===== src/rtl/uart_rx_pkg.sv =====
// Shared UART RX definitions: default widths, the idle line level and the
// three-input majority vote used by the oversampling front end.
package uart_rx_pkg;

  localparam int   PRESCALE_WIDTH_DEF = 6;
  localparam logic RX_IDLE_LEVEL      = 1'b1;

  function automatic logic maj3(input logic a, input logic b, input logic c);
    return (a & b) | (a & c) | (b & c);
  endfunction

endpackage


===== src/rtl/data_sampling_if.sv =====
// Signal bundle between the RX FSM / edge counter (master) and the
// oversampling front end (slave).
interface data_sampling_if
  import uart_rx_pkg::*;
#(
  parameter int Prescale_width = PRESCALE_WIDTH_DEF
);

  logic                      rx_in;
  logic                      dat_samp_en;
  logic [Prescale_width-1:0] Prescale;
  logic [Prescale_width-1:0] edge_cnt;
  logic                      sampled_bit;
  logic                      sample_valid;
  logic                      rx_sync;

  modport master (
    output rx_in, dat_samp_en, Prescale, edge_cnt,
    input  sampled_bit, sample_valid, rx_sync
  );

  modport slave (
    input  rx_in, dat_samp_en, Prescale, edge_cnt,
    output sampled_bit, sample_valid, rx_sync
  );

endinterface


===== src/rtl/bit_sync.sv =====
// N-stage flop synchroniser for a single asynchronous input; q is d delayed
// by STAGES clk cycles. Reset loads RST_VAL into every stage.
module bit_sync #(
  parameter int   STAGES  = 2,
  parameter logic RST_VAL = 1'b1
) (
  input  logic clk,
  input  logic reset,
  input  logic d,
  output logic q
);

  logic [STAGES-1:0] sync_q;

  // NOTE: sequential state uses non-blocking assignments so every stage
  // samples the value its neighbour held before this edge.
  always_ff @(posedge clk or posedge reset) begin
    if (reset) begin
      sync_q <= {STAGES{RST_VAL}};
    end else begin
      sync_q <= {sync_q[STAGES-2:0], d};
    end
  end

  assign q = sync_q[STAGES-1];

endmodule


===== src/rtl/data_sampling.sv =====
// UART RX oversampling front end: synchronises rx_in, takes three samples
// around mid-bit and registers their majority vote with a one-cycle strobe.
module data_sampling
  import uart_rx_pkg::*;
#(
  parameter int Prescale_width = PRESCALE_WIDTH_DEF,
  parameter int SYNC_STAGES    = 2
) (
  input logic            clk,
  input logic            reset,
  data_sampling_if.slave bus
);

  localparam logic [Prescale_width-1:0] ONE = Prescale_width'(1);

  logic                      rx_sync;
  logic [Prescale_width-1:0] mid;
  logic [Prescale_width-1:0] p0;
  logic [Prescale_width-1:0] p1;
  logic [Prescale_width-1:0] p2;
  logic                      s0;
  logic                      s1;
  logic                      v0;
  logic                      v1;
  logic                      sampled_bit;
  logic                      sample_valid;

  bit_sync #(
    .STAGES  (SYNC_STAGES),
    .RST_VAL (RX_IDLE_LEVEL)
  ) u_rx_sync (
    .clk   (clk),
    .reset (reset),
    .d     (bus.rx_in),
    .q     (rx_sync)
  );

  assign mid = bus.Prescale >> 1;
  assign p0  = mid - ONE;
  assign p1  = mid;
  assign p2  = mid + ONE;

  // v0 -> v1 -> vote: the vote only fires when both earlier sample points
  // were taken during this bit with the enable continuously high.
  always_ff @(posedge clk or posedge reset) begin
    if (reset) begin
      s0           <= RX_IDLE_LEVEL;
      s1           <= RX_IDLE_LEVEL;
      v0           <= 1'b0;
      v1           <= 1'b0;
      sampled_bit  <= RX_IDLE_LEVEL;
      sample_valid <= 1'b0;
    end else begin
      sample_valid <= 1'b0;
      if (!bus.dat_samp_en) begin
        v0 <= 1'b0;
        v1 <= 1'b0;
      end else if (bus.edge_cnt == p0) begin
        s0 <= rx_sync;
        v0 <= 1'b1;
      end else if (bus.edge_cnt == p1) begin
        s1 <= rx_sync;
        v1 <= v0;
      end else if (bus.edge_cnt == p2) begin
        if (v1) begin
          sampled_bit  <= maj3(s0, s1, rx_sync);
          sample_valid <= 1'b1;
        end
        v0 <= 1'b0;
        v1 <= 1'b0;
      end
    end
  end

  assign bus.sampled_bit  = sampled_bit;
  assign bus.sample_valid = sample_valid;
  assign bus.rx_sync      = rx_sync;

endmodule


===== src/flat_wrapper.sv =====
// flat-port wrapper written by rule: the top's interface ports become plain ports
module data_sampling_flat import uart_rx_pkg::*;
#(
  parameter int Prescale_width = PRESCALE_WIDTH_DEF,
  parameter int SYNC_STAGES    = 2
)
  (clk, reset, bus_rx_in, bus_dat_samp_en, bus_Prescale, bus_edge_cnt, bus_sampled_bit, bus_sample_valid, bus_rx_sync);
  data_sampling_if #(.Prescale_width(Prescale_width)) bus_i ();
  input logic clk;
  input logic reset;
  input wire logic [$bits(bus_i.rx_in)-1:0] bus_rx_in;
  input wire logic [$bits(bus_i.dat_samp_en)-1:0] bus_dat_samp_en;
  input wire logic [$bits(bus_i.Prescale)-1:0] bus_Prescale;
  input wire logic [$bits(bus_i.edge_cnt)-1:0] bus_edge_cnt;
  output wire logic [$bits(bus_i.sampled_bit)-1:0] bus_sampled_bit;
  output wire logic [$bits(bus_i.sample_valid)-1:0] bus_sample_valid;
  output wire logic [$bits(bus_i.rx_sync)-1:0] bus_rx_sync;
  assign bus_i.rx_in = bus_rx_in;
  assign bus_i.dat_samp_en = bus_dat_samp_en;
  assign bus_i.Prescale = bus_Prescale;
  assign bus_i.edge_cnt = bus_edge_cnt;
  assign bus_sampled_bit = bus_i.sampled_bit;
  assign bus_sample_valid = bus_i.sample_valid;
  assign bus_rx_sync = bus_i.rx_sync;
  data_sampling #(.Prescale_width(Prescale_width), .SYNC_STAGES(SYNC_STAGES)) u_core (.clk(clk), .reset(reset), .bus(bus_i));
endmodule

===== config.mk =====
export PLATFORM = sky130hd
export DESIGN_NAME = data_sampling_flat
export DESIGN_NICKNAME = d
export VERILOG_FILES = /design/src/rtl/uart_rx_pkg.sv /design/src/rtl/data_sampling_if.sv /design/src/rtl/bit_sync.sv /design/src/rtl/data_sampling.sv /design/src/flat_wrapper.sv
export SDC_FILE = /design/constraint.sdc
export NUM_CORES = 1
export LEC_CHECK = 0
export CAP_MARGIN = 30
export CORE_MARGIN = 2
export CORE_UTILIZATION = 40
export CTS_CLUSTER_DIAMETER = 150
export CTS_CLUSTER_SIZE = 40
export DETAILED_ROUTE_END_ITERATION = 16
export PLACE_DENSITY_LB_ADDON = 0.2
export SLEW_MARGIN = 20
export SYNTH_ARGS = -nofsm -noshare
export SYNTH_HDL_FRONTEND = slang
export SYNTH_HIERARCHICAL = 1
export SYNTH_SLANG_ARGS = --single-unit

===== constraint.sdc =====
create_clock -name clk -period 2.1 [get_ports clk]
set_clock_uncertainty 0.1 [all_clocks]
set_input_delay 0.63 -clock clk [delete_from_list [all_inputs] [get_ports clk]]
set_output_delay 0.63 -clock clk [all_outputs]
set_load 0.05 [all_outputs]

==> out/qor.yml <==
synthesis:
  synth_ff_type: "dfstp_2"
  yosysSeqAreaShare_pct: 32.80
  synthArstFlopShare_pct: 100.0
  synthTopCellsByCount: "6 x inv_1, 5 x dfstp_2, 5 x xnor2_1"
  synth_area_leader_cell: "dfstp_2"
  avgSynthCellArea_sq_um: 9.682
  syn_nets: 83
  ys_ff_latch: 8
  synth_top_area_share_pct: 20.87
  synth.most_common_cell: "inv_1"
  synth.distinct_cells: 36
  synth_area_leaders: "dfstp_2 21%, dfrtp_1 12%, xnor2_1 7.0%"
  synthesis.area_sq_um: 629.4
  synth_edf_count: 0
  yosysWarnings: 6
  netlist_instances: 65
placement:
  place_area_sq_um: 943.4
  dp.cells: 109
  gp_congestion: 0.8592
  hpwl_mm: 1.082
  portBuffers: 17
floorplanning:
  die_area_sq_um: 1907
  core_sq_um: 1489
  die_y_um: 43.67
  rows: 14
  io_pins: 19
  die_w_um: 43.67
  start_util_pct: 42.27
routing:
  drtPass1Iterations: 4
  drtAntennaViolNets: 0
  wire_per_inst_um: 13.24
  drt_wl_total_mm: 1.523
  drcViolationCount: 0
  vias: 621
  first_iter_violations: 5
  via_per_inst: 5.400
clock_tree:
  cts-root-buf: "clkbuf_4"
  clkSinkCount: 8
  clock_path_buffers: 2
  h-tree-depth: 1
  cts_tree: "yes"
  clk_latency_ns: 0.26
  hold_buffers: 0
  cts_buffers: 3
  clk_pin_slew_ns: 0.05
final_layout:
  area_growth_syn_to_layout_pct: 68.79
  n_antenna_cell: 0
  multi_input_area_sq_um: 499.2
  nFillCells: 131
  final_cell_area_sq_um: 1062
  drive_gt1_share_pct: 56.57
  layout.cells.non_filler: 115
  finish.net_count: 118
  regArea_sq_um: 206.4
sta:
  setup_viol: 3
  rsz0062_at_grt: "yes"
  period_share_pct: 103.6
  slew-limit-headroom_pct: 82.16
  hold_viol_final: 0
  finalWorstSetupSlack_ns: -0.07618
  min_period_ns: 2.176
  slew_violations: 0
  clock.fmax_mhz: 459.5
  worst_pin_slew_ns: 0.2663
global_routing:
  grt.busiest_layer: "met2"
  grt_overflow: 0
  grt_max_degree: 12
  antenna_found_initial: 0
  grt_use_met3_pct: 7.500
  grt_pass1_vias: 556
  gr-usage-met1_pct: 20.89
  use_met2_pct: 27.65
  grt.total_usage_pct: 17.28
  grt_pass1_wl_mm: 2.311
power_and_ir_drop:
  p_int_mw: 0.3405
  power_switching_mw: 0.1333
  powerDensity_nw_per_um2: 446.0
  pwr-share-clk_pct: 26.8
  p_comb_share_pct: 35.0
  p_seq_share_pct: 38.2
  p_leak_nw: 0.4507
  switching_share_pct: 28.14
  vdd_ir_drop_max_mv: 0.3898
worst_hold_path:
  hold_path_end: "u_core/u_rx_sync/sync_q[1]$_DFF_PP1_"
  hold_path_startpoint: "u_core/u_rx_sync/sync_q[0]$_DFF_PP1_"
  min_path_type: "reg -> reg"
  holdPathStages: 0
outcome:
  violations: "negative setup slack"
  status: "complete, but fails checks"
critical_path:
  reg2reg_to: "u_core/bus.sampled_bit$_DFFE_PP1P_"
  r2r_slack_ns: 0.94
  worstPathArrival_ns: 2.27
  cp-end-kind: "register"
  path_class: "in -> reg"
  r2r_cells: 2
  critPathLaunchType: "input port"
  reg2reg_from: "u_core/s0$_DFFE_PP1P_"
  worstPathRequired_ns: 2.19
  worstPathMaxFanout: 4
flow_run:
  drv_cap: 0
==> worst max-delay path by stage <==
stage / start / endpoint
2_1_floorplan: bus_Prescale[1] / u_core/s0$_DFFE_PP1P_
3_3_place_gp: bus_Prescale[1] / u_core/bus.sampled_bit$_DFFE_PP1P_
3_5_place_dp: bus_Prescale[1] / u_core/bus.sampled_bit$_DFFE_PP1P_
4_1_cts: bus_Prescale[1] / u_core/s0$_DFFE_PP1P_
5_1_grt: bus_Prescale[2] / u_core/bus.sampled_bit$_DFFE_PP1P_
6_report: bus_Prescale[1] / u_core/s0$_DFFE_PP1P_
==> metrics by stage <==
step	setup WS (ns)	hold slack, ns	setup TNS [ns]	power, mW	utilization (%)
finish	-0.07618	0.2552	-0.1314	0.4738	71.34
global route	-0.08788	0.2583	-0.3012	0.5067	71.34
CTS	-0.05566	0.2573	-0.1302	0.4681	68.32
detailed placement	-0.7611	0.2495	-3.758	0.3319	63.36
global placement	-0.7525	0.2475	-3.645	0.3277	63.36
floorplan	-0.1767	0.2452	-0.3531	0.2574	-
==> logic make-up after synthesis <==
logic type	count (synthesis)	synth area share, %
DFF	8	32.80
adders and majority gates	3	5.566
muxes	3	5.963
buffers and inverters	7	4.174
and+or+nand+nor	27	27.44
AOI/OAI and AO/OA	8	7.355
xor gates and xnor gates	9	16.70
==> placed cells by master, fill, tap and decap left out, types with 2 or more instances in the layout <==
cell type	netlist	final
clkbuf_4	0	3
nand4b_1	2	2
dfrtp_1	3	3
or4_4	1	2
inv_1	6	4
nor2_2	0	2
dfstp_2	5	5
a21oi_1	2	2
xor2_1	2	2
buf_12	0	2
xnor2_2	1	3
clkbuf_2	0	2
o21ai_2	0	2
dlygate4sd2_1	0	3
buf_4	0	14
nand2_1	2	2
nand2b_1	2	2
nand3_1	2	2
mux2_4	1	2
nor3_1	2	2
xnor2_1	5	3
clkdlybuf4s50_1	0	4
buf_6	0	3
or3_4	0	2
==> final cells by class <==
class,instances,share of cell area [%]
clock buffer,4,2.473
inverter,6,2.356
multi-input combinational,50,47.00
sequential,8,19.43
tap,16,1.885
timing repair buffer,31,26.86
==> power groups by stage <==
stage          registers (mW)  logic, mW  clock network [mW]
6_report                0.181      0.166               0.127
5_1_grt                 0.182      0.178               0.146
4_1_cts                 0.181      0.152               0.135
3_5_place_dp            0.184      0.148                   0
3_3_place_gp            0.183      0.145                   0
2_1_floorplan           0.185     0.0725                   0
==> state kept, by name, summed over array words and instances, names as in the netlist <==
name                     flops
u_core/s0                    1
u_core/s1                    1
u_core/bus.sample_valid      1
u_core/v1                    1
u_core/u_rx_sync/sync_q      2
u_core/bus.sampled_bit       1
u_core/v0                    1
==> per-layer routing <==
metal | vias to the layer above | wire [um]
met1 | 295 | 611
met2 | 19 | 793
met3 | 5 | 87
met5 | - | 0
li1 | 302 | -
met4 | 0 | 31
==> critical path: stages <==
cell and delay, ns:
buf_8 0.11, or4_4 0.54, o21ai_2 0.12, nand4b_1 0.11, or4_4 0.45, mux2_4 0.31
==> what timing repair did <==
action                     4_1_cts  5_1_grt
gates resized for setup         38       17
setup endpoints to repair        6        5
gates cloned                     0        0
pin swaps                       13       10
buffers inserted                 2        0
No activity file was read; power rests on OpenSTA's default activity.
